$ cat config.mk
export PLATFORM = sky130hd
export DESIGN_NAME = ip_rx_parser_flat
export DESIGN_NICKNAME = d
export VERILOG_FILES = /design/src/rtl/ip_rx_parser_if.sv /design/src/rtl/ip_rx_parser.sv /design/src/flat_wrapper.sv
export SDC_FILE = /design/constraint.sdc
export NUM_CORES = 1
export LEC_CHECK = 0
export CAP_MARGIN = 20
export CORE_MARGIN = 3
export CORE_UTILIZATION = 40
export DETAILED_ROUTE_END_ITERATION = 8
export PLACE_DENSITY = 0.61
export SLEW_MARGIN = 25
export SYNTH_ARGS = -nofsm -noshare
export SYNTH_HDL_FRONTEND = slang
export SYNTH_SLANG_ARGS = --single-unit
$ cat constraint.sdc
create_clock -name clk -period 10.9 [get_ports clk]
set_clock_uncertainty 0.1 [all_clocks]
set_input_delay 1.09 -clock clk [delete_from_list [all_inputs] [get_ports clk]]
set_output_delay 1.09 -clock clk [all_outputs]
set_load 0.01 [all_outputs]
$ cat src/rtl/ip_rx_parser_if.sv
// Byte-stream bus between the EtherType demux, the IPv4 parser and the L4 decoders.
interface ip_rx_parser_if;
  logic        s_valid;
  logic [7:0]  s_data;
  logic        s_last;
  logic        m_valid;
  logic [7:0]  m_data;
  logic        m_last;
  logic        hdr_valid;
  logic [31:0] sa;
  logic [31:0] da;
  logic [7:0]  protocol;
  logic [15:0] payload_len;
  logic        err;
  logic [3:0]  err_code;
  logic        done;

  modport master (
    output s_valid, s_data, s_last,
    input  m_valid, m_data, m_last, hdr_valid, sa, da, protocol, payload_len,
           err, err_code, done
  );

  modport slave (
    input  s_valid, s_data, s_last,
    output m_valid, m_data, m_last, hdr_valid, sa, da, protocol, payload_len,
           err, err_code, done
  );
endinterface

$ cat src/rtl/ip_rx_parser.sv
// IPv4 receive parser: validates the header, skips options, forwards payload, drops padding.
// state   | meaning
// HDR     | counting header bytes, checking fields and checksum
// PAYLOAD | forwarding payload bytes, cnt = bytes still owed
// PAD     | discarding Ethernet padding until s_last
// DROP    | discarding the rest of a rejected frame until s_last
module ip_rx_parser #(
  parameter logic [31:0] LOCAL_IP    = 32'hC0A800C7,
  parameter bit          FILTER_DA   = 1'b1,
  parameter bit          ACCEPT_UDP  = 1'b1,
  parameter bit          ACCEPT_TCP  = 1'b0,
  parameter bit          ACCEPT_ICMP = 1'b0
) (
  input logic           clk,
  input logic           rst_n,
  ip_rx_parser_if.slave bus
);

  localparam logic [1:0] S_HDR     = 2'd0;
  localparam logic [1:0] S_PAYLOAD = 2'd1;
  localparam logic [1:0] S_PAD     = 2'd2;
  localparam logic [1:0] S_DROP    = 2'd3;

  localparam logic [3:0] E_VERSION  = 4'd1;
  localparam logic [3:0] E_IHL      = 4'd2;
  localparam logic [3:0] E_LENGTH   = 4'd3;
  localparam logic [3:0] E_FRAG     = 4'd4;
  localparam logic [3:0] E_PROTO    = 4'd5;
  localparam logic [3:0] E_CHECKSUM = 4'd6;
  localparam logic [3:0] E_DEST     = 4'd7;
  localparam logic [3:0] E_TRUNC    = 4'd8;

  logic [1:0]  state;
  logic [15:0] cnt;
  logic [7:0]  hdr_len;
  logic [15:0] tot_len;
  logic [15:0] csum;
  logic [7:0]  hi_byte;
  logic [7:0]  prot_sh;
  logic [63:0] addr_sh;

  logic [7:0]  b;
  logic [15:0] word;
  logic [16:0] sum_full;
  logic [15:0] csum_next;
  logic [63:0] addr_next;
  logic        hdr_last;
  logic [15:0] pl_next;
  logic        proto_ok;
  logic        da_ok;
  logic [3:0]  field_err;

  assign b         = bus.s_data;
  assign word      = {hi_byte, b};
  assign sum_full  = {1'b0, csum} + {1'b0, word};
  assign csum_next = sum_full[15:0] + {15'd0, sum_full[16]};
  assign addr_next = (cnt >= 16'd12 && cnt <= 16'd19) ? {addr_sh[55:0], b} : addr_sh;
  assign hdr_last  = (cnt == {8'd0, hdr_len} - 16'd1);
  assign pl_next   = tot_len - {8'd0, hdr_len};
  assign proto_ok  = ((b == 8'd17) && ACCEPT_UDP) || ((b == 8'd6) && ACCEPT_TCP) ||
                     ((b == 8'd1) && ACCEPT_ICMP);
  assign da_ok     = !FILTER_DA || (addr_next[31:0] == LOCAL_IP) ||
                     (addr_next[31:0] == 32'hFFFF_FFFF);

  // First failing check on the current header byte; field checks outrank truncation.
  always_comb begin
    field_err = 4'd0;
    case (cnt)
      16'd0: begin
        if (b[7:4] != 4'd4)     field_err = E_VERSION;
        else if (b[3:0] < 4'd5) field_err = E_IHL;
      end
      16'd3: if (word < {8'd0, hdr_len}) field_err = E_LENGTH;
      16'd7: if (hi_byte[5] || ({hi_byte[4:0], b} != 13'd0)) field_err = E_FRAG;
      16'd9: if (!proto_ok) field_err = E_PROTO;
      default: ;
    endcase
    if (field_err == 4'd0 && cnt == 16'd19 && !da_ok) field_err = E_DEST;
    if (field_err == 4'd0 && hdr_last && csum_next != 16'hFFFF) field_err = E_CHECKSUM;
    if (field_err == 4'd0 && bus.s_last && !(hdr_last && pl_next == 16'd0)) field_err = E_TRUNC;
  end

  always_ff @(posedge clk or negedge rst_n) begin
    if (!rst_n) begin
      state           <= S_HDR;
      cnt             <= 16'd0;
      hdr_len         <= 8'd0;
      tot_len         <= 16'd0;
      csum            <= 16'd0;
      hi_byte         <= 8'd0;
      prot_sh         <= 8'd0;
      addr_sh         <= 64'd0;
      bus.m_valid     <= 1'b0;
      bus.m_data      <= 8'd0;
      bus.m_last      <= 1'b0;
      bus.hdr_valid   <= 1'b0;
      bus.sa          <= 32'd0;
      bus.da          <= 32'd0;
      bus.protocol    <= 8'd0;
      bus.payload_len <= 16'd0;
      bus.err         <= 1'b0;
      bus.err_code    <= 4'd0;
      bus.done        <= 1'b0;
    end else begin
      bus.m_valid   <= 1'b0;
      bus.m_last    <= 1'b0;
      bus.hdr_valid <= 1'b0;
      bus.err       <= 1'b0;
      bus.err_code  <= 4'd0;
      bus.done      <= 1'b0;
      if (bus.s_valid) begin
        case (state)
          S_HDR: begin
            cnt     <= cnt + 16'd1;
            addr_sh <= addr_next;
            if (!cnt[0]) hi_byte <= b;
            else         csum    <= csum_next;
            if (cnt == 16'd0) hdr_len <= {2'b00, b[3:0], 2'b00};
            if (cnt == 16'd3) tot_len <= word;
            if (cnt == 16'd9) prot_sh <= b;
            if (field_err != 4'd0) begin
              bus.err      <= 1'b1;
              bus.err_code <= field_err;
              state        <= bus.s_last ? S_HDR : S_DROP;
              cnt          <= 16'd0;
              csum         <= 16'd0;
            end else if (hdr_last) begin
              bus.hdr_valid   <= 1'b1;
              bus.sa          <= addr_next[63:32];
              bus.da          <= addr_next[31:0];
              bus.protocol    <= prot_sh;
              bus.payload_len <= pl_next;
              csum            <= 16'd0;
              if (pl_next == 16'd0) begin
                bus.done <= 1'b1;
                state    <= bus.s_last ? S_HDR : S_PAD;
                cnt      <= 16'd0;
              end else begin
                state <= S_PAYLOAD;
                cnt   <= pl_next;
              end
            end
          end
          S_PAYLOAD: begin
            bus.m_valid <= 1'b1;
            bus.m_data  <= b;
            cnt         <= cnt - 16'd1;
            if (cnt == 16'd1) begin
              bus.m_last <= 1'b1;
              bus.done   <= 1'b1;
              state      <= bus.s_last ? S_HDR : S_PAD;
              cnt        <= 16'd0;
            end else if (bus.s_last) begin
              bus.m_last   <= 1'b1;
              bus.err      <= 1'b1;
              bus.err_code <= E_TRUNC;
              state        <= S_HDR;
              cnt          <= 16'd0;
            end
          end
          default: begin
            if (bus.s_last) begin
              state <= S_HDR;
              cnt   <= 16'd0;
            end
          end
        endcase
      end
    end
  end

endmodule

$ cat src/flat_wrapper.sv
// flat-port wrapper written by rule: the top's interface ports become plain ports
module ip_rx_parser_flat 
#(
  parameter logic [31:0] LOCAL_IP    = 32'hC0A800C7,
  parameter bit          FILTER_DA   = 1'b1,
  parameter bit          ACCEPT_UDP  = 1'b1,
  parameter bit          ACCEPT_TCP  = 1'b0,
  parameter bit          ACCEPT_ICMP = 1'b0
)
  (clk, rst_n, bus_s_valid, bus_s_data, bus_s_last, bus_m_valid, bus_m_data, bus_m_last, bus_hdr_valid, bus_sa, bus_da, bus_protocol, bus_payload_len, bus_err, bus_err_code, bus_done);
  ip_rx_parser_if bus_i ();
  input logic clk;
  input logic rst_n;
  input wire logic [$bits(bus_i.s_valid)-1:0] bus_s_valid;
  input wire logic [$bits(bus_i.s_data)-1:0] bus_s_data;
  input wire logic [$bits(bus_i.s_last)-1:0] bus_s_last;
  output wire logic [$bits(bus_i.m_valid)-1:0] bus_m_valid;
  output wire logic [$bits(bus_i.m_data)-1:0] bus_m_data;
  output wire logic [$bits(bus_i.m_last)-1:0] bus_m_last;
  output wire logic [$bits(bus_i.hdr_valid)-1:0] bus_hdr_valid;
  output wire logic [$bits(bus_i.sa)-1:0] bus_sa;
  output wire logic [$bits(bus_i.da)-1:0] bus_da;
  output wire logic [$bits(bus_i.protocol)-1:0] bus_protocol;
  output wire logic [$bits(bus_i.payload_len)-1:0] bus_payload_len;
  output wire logic [$bits(bus_i.err)-1:0] bus_err;
  output wire logic [$bits(bus_i.err_code)-1:0] bus_err_code;
  output wire logic [$bits(bus_i.done)-1:0] bus_done;
  assign bus_i.s_valid = bus_s_valid;
  assign bus_i.s_data = bus_s_data;
  assign bus_i.s_last = bus_s_last;
  assign bus_m_valid = bus_i.m_valid;
  assign bus_m_data = bus_i.m_data;
  assign bus_m_last = bus_i.m_last;
  assign bus_hdr_valid = bus_i.hdr_valid;
  assign bus_sa = bus_i.sa;
  assign bus_da = bus_i.da;
  assign bus_protocol = bus_i.protocol;
  assign bus_payload_len = bus_i.payload_len;
  assign bus_err = bus_i.err;
  assign bus_err_code = bus_i.err_code;
  assign bus_done = bus_i.done;
  ip_rx_parser #(.LOCAL_IP(LOCAL_IP), .FILTER_DA(FILTER_DA), .ACCEPT_UDP(ACCEPT_UDP), .ACCEPT_TCP(ACCEPT_TCP), .ACCEPT_ICMP(ACCEPT_ICMP)) u_core (.clk(clk), .rst_n(rst_n), .bus(bus_i));
endmodule
==> flow_metrics.py, run 1 <==
metrics = {
    "setup_path": {
        "slowest_delay_ns": 0.84,
        "cp.required_ns": 11.17,
        "path_class": "input port to flop",
        "cp.arrival_ns": 7.31,
        "r2r_cells": 18,
        "r2r-start": "u_core.csum[6]$_DFFE_PN0P_",
        "critPathMaxFanout": 13,
        "worstSetupStartpointType": "input port",
        "crit_path_end": "u_core.cnt[3]$_DFFE_PN0P_",
        "end_kind": "flop",
        "critPathTopFamily": "compound AO/OA/AOI/OAI gates",
        "r2r-end": "u_core.cnt[3]$_DFFE_PN0P_",
        "worst-path-stages": 19,
        "crit_path_top_delay_cell": "o21ai_1",
        "critPathBufInv": 1,
        "crit_chain": "clkdlybuf4s50_1, ha_1, and2_1, nand4_2, a31oi_1, a211oi_1, o21ai_0, a21o_1, a21o_1, ha_1, o2111ai_1, or4b_4, nor3_4, nand4_4, o41ai_1, a21oi_1, o211a_2, o21ai_1, o21ai_0",
        "r2r_setup_slack_ns": 4.90,
        "startpoint": "bus_s_data[5]",
    },
    "drt": {
        "drt_first_pass_iters": 5,
        "avgRoutedWirePerCell_um": 18.39,
        "drc": 0,
        "final_antenna_net_count": 0,
        "vias": 9861,
        "vias_per_cell": 5.521,
        "drt_iter0_drc": 684,
        "routed_wl_um": 32840,
    },
    "power": {
        "ir_drop_mv": 0.1328,
        "p_leak_nw": 7.084,
        "powerDensity_nw_per_um2": 235.3,
    },
    "logic_synthesis": {
        "synthXorXnorAreaFrac": 0.03155,
        "synthesis.nets": 1296,
        "syn-cell-area_um2": 13010,
        "synthTopCellsByArea": "dfrtp_1 (46%), mux2_2 (9.5%), mux2i_1 (5.5%)",
        "synth_top_family_by_area": "multiplexers",
        "synth_warnings": 0,
        "synthMuxAreaShare": 0.1683,
        "synth-compound-area-share": 0.1270,
        "synth_edf_count": 0,
        "synth_common_cells": "dfrtp_1 (239), nand2_1 (158), o21ai_0 (112)",
        "yosysUniqueCellTypes": 92,
        "synth-simple-area-share": 0.1498,
        "ys_seq_area_frac": 0.4598,
        "synth_fa_ha_area_frac": 0.03194,
        "yosysMostFrequentCell": "dfrtp_1",
        "synth_seq_cells": 239,
        "ys_async_sr_fraction": 1.000,
        "synth.avg_cell_area_um2": 10.39,
        "syn_inst": 1252,
        "synth_area_leader_cell": "dfrtp_1",
        "synth_top_cell_area_share": 0.4598,
        "synth_ff_type": "dfrtp_1",
    },
    "timing": {
        "tns_ns": 0,
        "final.period_utilization": 0.6457,
        "rsz0062_at_grt": "no",
        "finalSetupViolations": 0,
        "hold_viol": 0,
        "fmax_mhz": 142.1,
        "slew_headroom": 0.2789,
        "worst_slew_pin_slew_ns": 1.074,
        "drv_slew": 0,
        "fin_crit_ns": 7.038,
        "holdWs_ns": 0.3775,
    },
    "cells_and_area": {
        "finalNonFillerCells": 1786,
        "area_growth_pct": 18.72,
        "layout-drive-gt1-share": 0.1643,
        "antenna_cells": 0,
        "finalInstanceArea_um2": 15440,
        "final_nets": 1375,
        "final_core_util": 0.4856,
        "n_fill_cell": 2959,
    },
    "die": {
        "io_pins": 117,
        "fp.dieH_um": 186.3,
        "die_w_um": 186.3,
        "design.die.area_um2": 34720,
        "coreArea_um2": 31800,
        "placementRows": 65,
        "initial_core_util": 0.4090,
    },
    "outcome": {
        "status": "completed",
    },
    "clocking": {
        "worstSkewPairLatency_ns": 0.55,
        "cts_resized": 0,
        "htreeDepth": 1,
        "clk_path_buf_depth": 3,
        "clk_pin_slew_worst_paths_ns": 0.06,
        "cts.sinks": 239,
        "cts_tree": "done",
        "postCtsHoldBufs": 0,
        "postCtsSetupRepairBufs": 0,
        "cts_buffers": 27,
        "cts-root-buf": "clkbuf_16",
    },
    "global_route": {
        "grt_max_degree": 93,
        "grtUsageTotal": 0.1873,
        "grt_pass1_wl_um": 53860,
        "antenna_found_initial": 0,
        "globalRouteOverflowTotal": 0,
        "grt_pass1_vias": 9652,
    },
    "place": {
        "dp.cells": 1737,
        "placed_cell_area_um2": 14490,
        "gp_congestion": 0.8462,
        "port_buffers": 116,
        "place_hpwl_um": 23440,
    },
    "min_path": {
        "hold_class": "flop to flop",
        "hold_start": "u_core.bus.da[18]$_DFFE_PN0P_",
    },
    "flow_run": {
        "max_cap_viol_count": 0,
    },
}
[cells in the final DEF (no fill, tap or decap), types with 19 or more instances in the layout]
cell             synthesis  routed
xnor2_1                 25      25
clkbuf_16                0      27
nor2_1                  51      50
ha_1                    30      30
a21oi_1                 32      32
nor4_1                  20      19
clkdlybuf4s50_1          0     115
xor2_1                  20      20
dfrtp_1                239     239
nor3_1                  22      22
o21ai_0                112     112
nand3_1                 36      36
nand2_1                158     158
inv_1                   21      21
mux2_2                 110     110
mux2i_1                 71      71
[worst reg2reg max path: stages, from the launching register on]
cell and delay (ns):
dfrtp_1 0.38, ha_1 0.43, and2_1 0.32, nand4_2 0.21, a31oi_1 0.37, a211oi_1 0.13, o21ai_0 0.18, a21o_1 0.14
a21o_1 0.13, ha_1 0.21, o2111ai_1 0.12, or4b_4 0.58, nor3_4 0.28, nand4_4 0.19, o41ai_1 0.42, a21oi_1 0.16
o211a_2 0.36, o21ai_1 0.84, o21ai_0 0.26
[worst min-delay path by stage]
stage	endpoint	depth (start not counted)	slack, ns
4_1_cts	u_core.bus.da[18]$_DFFE_PN0P_	2	0.38
3_5_place_dp	u_core.bus.da[18]$_DFFE_PN0P_	2	0.37
3_3_place_gp	u_core.bus.sa[16]$_DFFE_PN0P_	2	0.36
2_1_floorplan	u_core.csum[0]$_DFFE_PN0P_	2	0.35
5_1_grt	u_core.bus.sa[17]$_DFFE_PN0P_	2	0.40
6_report	u_core.bus.da[18]$_DFFE_PN0P_	2	0.38
[metrics by stage]
stage | total power [mW] | setup slack (ns)
finish | 3.634 | 3.862
CTS | 3.651 | 3.872
detailed placement | 2.679 | 3.277
floorplan | 2.225 | 5.297
global placement | 2.661 | 3.457
global route | 3.868 | 3.463
[sequential cells by signal, summed over array words and instances (netlist names), 8 cells and up]
register and cells:
u_core.addr_sh 64, u_core.bus.da 32, u_core.bus.m_data 8, u_core.bus.payload_len 16
u_core.bus.protocol 8, u_core.bus.sa 32, u_core.cnt 16, u_core.csum 16
u_core.hi_byte 8, u_core.prot_sh 8, u_core.tot_len 16
[report_power, final]
group	switching, mW	internal (mW)
logic	0.904	0.579
registers	0.182	1.01
clock network	0.378	0.577
[cell families after synthesis]
| group | count (synthesis) |
|---|---|
| AOI/OAI and AO/OA | 257 |
| xor gates and xnor gates | 46 |
| adders and majority gates | 32 |
| buffers and inverters | 96 |
| DFF | 239 |
| muxes | 197 |
| and+or+nand+nor | 385 |
[routing by layer]
metal	part of all wire	up-vias	GRT usage
met5	0	-	0
met4	0.017	0	0.03635
met3	0.039	39	0.02686
met2	0.47	192	0.3091
met1	0.48	4922	0.2660
li1	-	4708	-
[area by class of cell]
class                      instances  area, um^2  area share
inverter                          21       78.83    0.005105
sequential                       239        5981      0.3873
tap                              435       544.3     0.03525
multi-input combinational        917        6651      0.4307
clock inverter                    13       170.2     0.01102
timing repair buffer             125        1237     0.08013
clock buffer                      36       779.5     0.05048
No activity file was read; power rests on OpenSTA's default activity.
==> inputs of run 2 (changes only) <==
==> constraint.sdc (replaced) <==
create_clock -name clk -period 6.7 [get_ports clk]
set_clock_uncertainty 0.1 [all_clocks]
set_input_delay 0.67 -clock clk [delete_from_list [all_inputs] [get_ports clk]]
set_output_delay 0.67 -clock clk [all_outputs]
set_load 0.01 [all_outputs]
==> flow_metrics.py, run 2 (synthesis gave the netlist of run 1 again) <==
metrics = {
    "clocking": {
        "postCtsSetupRepairBufs": 0,
        "cts_resized": 0,
        "htreeDepth": 1,
        "postCtsHoldBufs": 0,
        "cts_tree": "done",
        "cts_buffers": 27,
        "cts-root-buf": "clkbuf_16",
        "clk_path_buf_depth": 3,
        "clk_pin_slew_worst_paths_ns": 0.06,
        "cts.sinks": 239,
        "worstSkewPairLatency_ns": 0.55,
    },
    "drt": {
        "routed_wl_um": 33200,
        "vias_per_cell": 5.541,
        "drc": 0,
        "drt_first_pass_iters": 5,
        "final_antenna_net_count": 0,
        "drt_iter0_drc": 613,
        "avgRoutedWirePerCell_um": 18.49,
        "vias": 9946,
    },
    "global_route": {
        "grt_pass1_vias": 9750,
        "grt_max_degree": 141,
        "globalRouteOverflowTotal": 0,
        "grt_pass1_wl_um": 53920,
        "grtUsageTotal": 0.1879,
        "antenna_found_initial": 0,
    },
    "setup_path": {
        "startpoint": "bus_s_data[6]",
        "worstSetupStartpointType": "input port",
        "r2r_cells": 19,
        "critPathMaxFanout": 140,
        "end_kind": "flop",
        "cp.arrival_ns": 6.50,
        "r2r-end": "u_core.bus.payload_len[1]$_DFFE_PN0P_",
        "r2r_setup_slack_ns": 0.77,
        "cp.required_ns": 7.03,
        "path_class": "input port to flop",
        "r2r-start": "u_core.csum[6]$_DFFE_PN0P_",
    },
    "cells_and_area": {
        "largest_reg_flops": 64,
        "mostFrequentLayoutCells": "dfrtp_1 (239), nand2_1 (158), clkdlybuf4s50_1 (115)",
        "n_fill_cell": 2998,
        "top_register": "u_core.addr_sh",
        "area_growth_pct": 19.03,
        "final_nets": 1385,
        "antenna_cells": 0,
        "final_common_cell": "dfrtp_1",
        "multiInputGateArea_um2": 6651,
        "largest_registers": "u_core.addr_sh x64, u_core.bus.da x32, u_core.bus.sa x32",
        "ff_latch_area_um2": 5981,
        "layout-drive-gt1-share": 0.1676,
    },
    "die": {
        "io_pins": 117,
        "initial_core_util": 0.4090,
        "coreArea_um2": 31800,
        "design.die.area_um2": 34720,
        "fp.dieH_um": 186.3,
        "die_w_um": 186.3,
        "placementRows": 65,
    },
    "timing": {
        "finalSetupViolations": 0,
        "final.period_utilization": 0.9202,
        "rsz0062_at_grt": "no",
        "fin_crit_ns": 6.165,
        "hold_viol": 0,
        "holdWs_ns": 0.1075,
        "slew_headroom": 0.2653,
        "drv_slew": 0,
        "fmax_mhz": 162.2,
        "tns_ns": 0,
        "worst_slew_pin_slew_ns": 1.095,
    },
    "power": {
        "ir_drop_mv": 0.2768,
        "powerDensity_nw_per_um2": 374.2,
        "p_leak_nw": 7.109,
    },
    "place": {
        "place_hpwl_um": 23350,
        "gp_congestion": 0.8679,
        "port_buffers": 116,
    },
    "flow_run": {
        "max_cap_viol_count": 0,
    },
    "min_path": {
        "hold_class": "input port to async pin",
    },
    "outcome": {
        "status": "completed",
    },
}
==> run 2: layout make-up <==
class	count	area share
clock buffer	35	0.04752
clock inverter	13	0.01075
inverter	21	0.005091
multi-input combinational	917	0.4296
sequential	239	0.3863
tap	435	0.03515
timing repair buffer	135	0.08558
==> run 2: metrics by stage <==
stage               setup slack [ns]    util  power (mW)  instance area [um^2]  cells
finish                        0.5348  0.4869       5.793                 15480   1795
global route                  0.1553  0.4869       6.177                 15480   1795
CTS                           0.6048  0.4869       5.819                 15480   1795
detailed placement           0.01982  0.4585       4.287                 14580   1747
global placement              0.2268  0.4584       4.257                 14580   1747
floorplan                      1.517       -       3.619                 13010   1252
==> run 2: worst max-delay path by stage <==
| stage | to | cells after the start |
|---|---|---|
| floorplan | u_core.bus.payload_len[0]$_DFFE_PN0P_ | 22 |
| global placement | u_core.cnt[13]$_DFFE_PN0P_ | 19 |
| detailed placement | u_core.cnt[11]$_DFFE_PN0P_ | 19 |
| CTS | u_core.cnt[10]$_DFFE_PN0P_ | 19 |
| global route | u_core.cnt[14]$_DFFE_PN0P_ | 20 |
| finish | u_core.bus.payload_len[1]$_DFFE_PN0P_ | 20 |
==> run 2: metal layers <==
layer,GRT usage,wire length [um]
met5,0,0
met4,0.04449,776
met1,0.2636,15380
met2,0.3082,15360
met3,0.02931,1674
==> run 2: worst max-delay path, cell delays in order <==
cell	delay [ns]
clkdlybuf4s50_1	0.46
ha_1	0.45
and2_1	0.32
nand4_2	0.20
a31oi_1	0.38
a211oi_1	0.12
o21ai_0	0.21
a21o_1	0.15
a21o_1	0.14
ha_1	0.22
ha_1	0.20
nand2_1	0.08
nor3_2	0.33
nor4bb_1	0.40
nand4_1	0.25
or4b_1	0.53
a21oi_1	0.36
o2111ai_4	0.19
buf_12	0.27
mux2_4	0.39
==> run 2: power by group <==
part / total (mW) / internal (mW) / switching [mW] / leakage (nW)
combinational: 2.34 / 0.948 / 1.39 / 3.41
sequential: 1.95 / 1.65 / 0.300 / 3.27
clock: 1.50 / 0.893 / 0.611 / 0.436
total: 5.79 / 3.49 / 2.30 / 7.11
==> edit 1 (flow settings as in run 1) <==
Compare `cnt` against `16'd3` with >= in place of ==.
--- a/src/rtl/ip_rx_parser.sv
+++ b/src/rtl/ip_rx_parser.sv
@@ -118,3 +118,3 @@
             if (cnt == 16'd0) hdr_len <= {2'b00, b[3:0], 2'b00};
-            if (cnt == 16'd3) tot_len <= word;
+            if (cnt >= 16'd3) tot_len <= word;
             if (cnt == 16'd9) prot_sh <= b;
Check against the original RTL: same outputs for any inputs over 4 cycles, from zero or initial values and one cycle with rst_n low; that may be too few to reach the edited logic, so the function may still have changed.
==> edit 1 against run 1 <==
Clock power decreased by 4.1%. Wire length up 3.6%. Area after synthesis rose by 2.7%. Total power grew 0.48%. Cell area increased by 1.8%. Via count rose by 0.84%. Worst setup slack lost 0.96 ns. Final cell count is 1.6% lower. Sequential cell count unchanged.
==> edit 1: results (changes against run 1) <==
- Status: completed
- Htree depth: 1 (unchanged)
- Area share of fa/ha/maj cells after synthesis: 0.0311 (-0.000829)
- Met1 Usage GRT: 0.270 (+0.00390)
- Layout Nets: 1,339 (-2.6%)
- Hold_sp: u_core.bus.payload_len[14]
- Global Route met2 Usage: 0.304 (-0.00506)
- Vias in the first global route: 9,991 (+3.5%)
- Post-cts resize count: 0 (unchanged)
- Buffers, non-clock: 126 (+0.80%)
- DR vias: 9,944 (+0.84%)
- Total number of sequential cells: 239 (unchanged)
- Leakage: 7.01 nW (-1.1%)
- Crit path DAT: 8.32 ns (+1.01 ns)
- Slew @ Worst Pin: 0.996 ns (-0.0781 ns)
- GP Congestion: 0.863 (+2.0%)
- Buffer share of cell area: 0.0792 (-0.000952)
- Worst Hold Path EP: u_core.bus.payload_len[14]
- DR iter-0 viols: 731 (+6.9%)
- Met3 WL: 1630 um (+28%)
- R2r setup slk: 3.89 ns (-1.01 ns)
- Num CTS Buffers: 27 (unchanged)
- Hold depth: 1 (-1)
- FF-to-FF path depth: 22 (+4)
- All-Layer GR Usage: 0.189 (+0.00166)
- # clk buffers: 39 (+8.3%)
- Top post-synthesis cells by area: dfrtp_1 45%, mux2_2 20%, ha_1 2.8%
- Routed metal-1 wirelength: 15,900 um (+1.6%)
- DRT Pass-1 Iters: 6 (+1)
- Met3 GRT Util: 0.0294 (+0.00253)
- Worst vdd ir: 0.125 mV (-6.2%)
- FF-to-FF End: u_core.bus.sa[20]
- Largest net degree at the start of global routing: 98 (+5.4%)
- Worst hold slack: 0.390 ns (+0.0124 ns)
- Multi-input gate count: 874 (-4.7%)
- Fill count: 3,026 (+2.3%)
- RR Startpoint: u_core.csum[0]
- Proportion of layout cells with a drive suffix above 1: 0.255 (+0.0902)
- Largest registers: u_core.addr_sh x64, u_core.bus.da x32, u_core.bus.sa x32
- Multi-input gate area: 0.00695 sq mm (+4.5%)
- Seq/total area: 0.380 (-0.00690)
- Metal2 WL: 15,700 um (+2.4%)
- ClkCell Share: 0.0568 (-0.00468)
- Post-synthesis sequential area ratio: 0.448 (-0.0119)
- Post-synthesis mux area share: 0.224 (+0.0555)
- Post-CTS Setup Bufs: 0 (unchanged)
- Final HPWL DP: 23,400 um (about the same)
- YS warnings: 0 (unchanged)
- Antenna diode count: 0 (unchanged)
- Most frequent cells after synthesis: 240 x mux2_2, 239 x dfrtp_1, 76 x nand2_1
- Inverter count: 27 (+29%)
- Synth unique cells: 83 (-9.8%)
- Crit Path Max Fanout: 61 (+48)
- Post-synthesis compound-gate area fraction: 0.0998 (-0.0272)
- Tcrit/Tclk final: 0.733 (+0.0877)
- DR WL/cell: 19.4 um (+5.3%)
- First-pass GRT wire length: 55,300 um (+2.6%)
- Synth Area in XOR/XNOR: 0.0289 (-0.00269)
==> edit 1: worst max-delay path, stage by stage <==
cell and delay, ns:
clkdlybuf4s50_1 0.66, ha_1 0.37, fa_1 0.43, a21o_1 0.22, a221oi_2 0.44, nor3b_1 0.20, o21a_1 0.25, o21ai_0 0.14
a21boi_0 0.09, o21ai_0 0.16, nand2b_1 0.13, ha_1 0.25, ha_1 0.21, nand2_1 0.22, nand2_1 0.10, a2111oi_0 0.36
a31oi_1 0.07, a2111oi_0 0.56, and4b_1 0.26, o2111a_1 0.28, and3_4 0.84, buf_4 0.52, mux2_2 0.39
==> edit 1: worst max-delay path by stage <==
stage                                             to  cells past startpoint  slack (ns)     startpoint
after CTS                          u_core.bus.sa[20]                     23        2.94  bus_s_data[0]
final                              u_core.bus.sa[20]                     23        2.91  bus_s_data[0]
after global placement             u_core.bus.sa[30]                     23        2.51  bus_s_data[0]
after detailed placement           u_core.bus.sa[20]                     23        2.40  bus_s_data[0]
after floorplan           u_core.bus.payload_len[14]                     24        4.87  bus_s_data[0]
after global routing               u_core.bus.sa[19]                     23        2.23  bus_s_data[0]
==> edit 1: per-stage QoR <==
stage	cells	utilization	total power, W	worst slack (ns)	instance area [sq um]
6_report	1758	0.481	0.00365	2.91	15700
4_1_cts	1758	0.480	0.00365	2.94	15700
3_5_place_dp	1708	0.453	0.00273	2.40	14800
5_1_grt	1758	0.481	0.00389	2.23	15700
3_3_place_gp	1708	0.453	0.00270	2.51	14800
2_1_floorplan	1212	-	0.00228	4.87	13400
==> edit 1: where the power goes <==
group	internal, W	switching [W]
logic	0.000615	0.000888
registers	0.00103	0.000202
clock network	0.000540	0.000376
total	0.00219	0.00147
==> edit 2 (config.mk and constraints of run 1) <==
Made on the original files. `ACCEPT_UDP` is set to 1'b1 in 2 places; all go to 1'b0.
--- a/src/rtl/ip_rx_parser.sv
+++ b/src/rtl/ip_rx_parser.sv
@@ -9,3 +9,3 @@
   parameter bit          FILTER_DA   = 1'b1,
-  parameter bit          ACCEPT_UDP  = 1'b1,
+  parameter bit          ACCEPT_UDP  = 1'b0,
   parameter bit          ACCEPT_TCP  = 1'b0,
--- a/src/flat_wrapper.sv
+++ b/src/flat_wrapper.sv
@@ -5,3 +5,3 @@
   parameter bit          FILTER_DA   = 1'b1,
-  parameter bit          ACCEPT_UDP  = 1'b1,
+  parameter bit          ACCEPT_UDP  = 1'b0,
   parameter bit          ACCEPT_TCP  = 1'b0,
Check against the original RTL: same outputs for any inputs over 4 cycles, from zero or initial values and one cycle with rst_n low; that may be too few to reach the edited logic, so the function may still have changed.
==> edit 2 against run 1 <==
Area after synthesis is 1.8% higher. Sequential power hardly changed. Cell area is 1.1% higher. Worst setup slack worse by 0.65 ns. Sequential cell count stayed put. Wire length is 6.8% higher. Synthesized cell count is 6.7% lower. Total power is 3.2% lower. Critical endpoint is now u_core.bus.da[3]. Largest cell class unchanged.
==> edit 2: results (changes against run 1) <==
- Synth unique cells: 77 (-16%)
- Antenna diode count: 0 (unchanged)
- R2r setup slk: 4.24 ns (-0.66 ns)
- Largest registers: u_core.addr_sh x64, u_core.bus.da x32, u_core.bus.sa x32
- Synth async-reset ratio: 1.00 (unchanged)
- Port Buffers: 116 (unchanged)
- Hold_sp: u_core.prot_sh[5]
- Worst-path clk slew: 0.06 ns (about the same)
- RR Startpoint: u_core.csum[0]
- Crit Path Max Fanout: 41 (+28)
- Worst vdd ir: 0.142 mV (+7.2%)
- Vias in the first global route: 9,614 (-0.39%)
- Worst Hold Class: flip-flop to flip-flop
- Synthesized area per cell: 11.3 sq um (+9.2%)
- GP Congestion: 0.936 (+11%)
- Placed cell areas: 0.0148 sq mm (+1.9%)
- CP endpoint: u_core.bus.da[3]
- Crit path DAT: 7.97 ns (+0.66 ns)
- Num CTS Buffers: 26 (-3.7%)
- Worst Setup SP: bus_s_data[0]
- Final HPWL DP: 25,100 um (+7.2%)
- DR vias: 9,779 (-0.83%)
- First-pass GRT wire length: 55,500 um (+3.1%)
- Worst Hold Path EP: u_core.bus.protocol[5]
- Slew @ Worst Pin: 0.998 ns (-0.0761 ns)
- Worst stage delay on the critical path: 0.74 ns (-0.10 ns)
- DRT Pass-1 Iters: 6 (+1)
- Post-CTS Setup Bufs: 0 (unchanged)
- Top post-synthesis cells by area: dfrtp_1 45%, mux2_2 9.4%, a2bb2oi_2 7.8%
- Mapped Nets: 1,212 (-6.5%)
- Htree depth: 1 (unchanged)
- DR WL/cell: 20.4 um (+11%)
- FF-to-FF path depth: 21 (+3)
- Post-synthesis sequential area ratio: 0.452 (-0.00825)
- CP max stage cell: and4_4
- Skew-Pair Late Insertion Delay: 0.53 ns (-0.02 ns)
- NetSw: 0.00143 W (-2.6%)
- Proportion of layout cells with a drive suffix above 1: 0.203 (+0.0383)
- All-Layer GR Usage: 0.195 (+0.00732)
- Largest net degree at the start of global routing: 105 (+13%)
- CTS max path bufs: 3 (unchanged)
- Fin Setup TNS: 0 ns (unchanged)
- Hold depth: 1 (-1)
- Clock network fraction of design power: 0.243 (-0.020)
- Avg Vias per Cell: 5.69 (+3.0%)
- Initial antenna violation count: 0 (unchanged)
- Status: completed
- Layout Nets: 1,304 (-5.2%)
- DR iter-0 viols: 642 (-6.1%)
- CP top delay family: simple AND/OR/NAND/NOR gates
- Leakage: 7.35 nW (+3.7%)
- Net Sw Frac: 0.405 (+0.00266)
- Worst hold slack: 0.383 ns (+0.00562 ns)
- Post-cts resize count: 0 (unchanged)
- Most frequent cells after synthesis: 239 x dfrtp_1, 110 x mux2_2, 72 x mux2i_1
edit 2: stage by stage:
stage                     setup slack, ns   util
after floorplan                      5.14      -
after CTS                            3.31  0.478
after global routing                 2.72  0.479
after global placement               2.99  0.452
after detailed placement             2.76  0.453
final                                3.21  0.479
edit 2: routing by layer:
layer / wire, um / GRT usage
met1: 16200 / 0.275
met2: 16500 / 0.324
met3: 1700 / 0.0224
met4: 625 / 0.0410
met5: 0 / 0
edit 2: cells by family after synthesis:
group                      count (synthesis)  share of synthesized area
xor gates and xnor gates                  44                     0.0291
AOI/OAI and AO/OA                        258                      0.171
adders and majority gates                 32                     0.0314
muxes                                    196                      0.160
DFF                                      239                      0.452
buffers and inverters                     91                     0.0322
and+or+nand+nor                          308                      0.125
edit 2: area by class of cell:
cell class / count / area (sq um)
clock inverters: 4 / 35.0
repair buffers: 130 / 1290
multi-input cells: 838 / 6850
well taps: 442 / 553
fillers: 2965 / 17000
inverters: 25 / 93.8
clock buffers: 42 / 801
flip-flops and latches: 239 / 5980
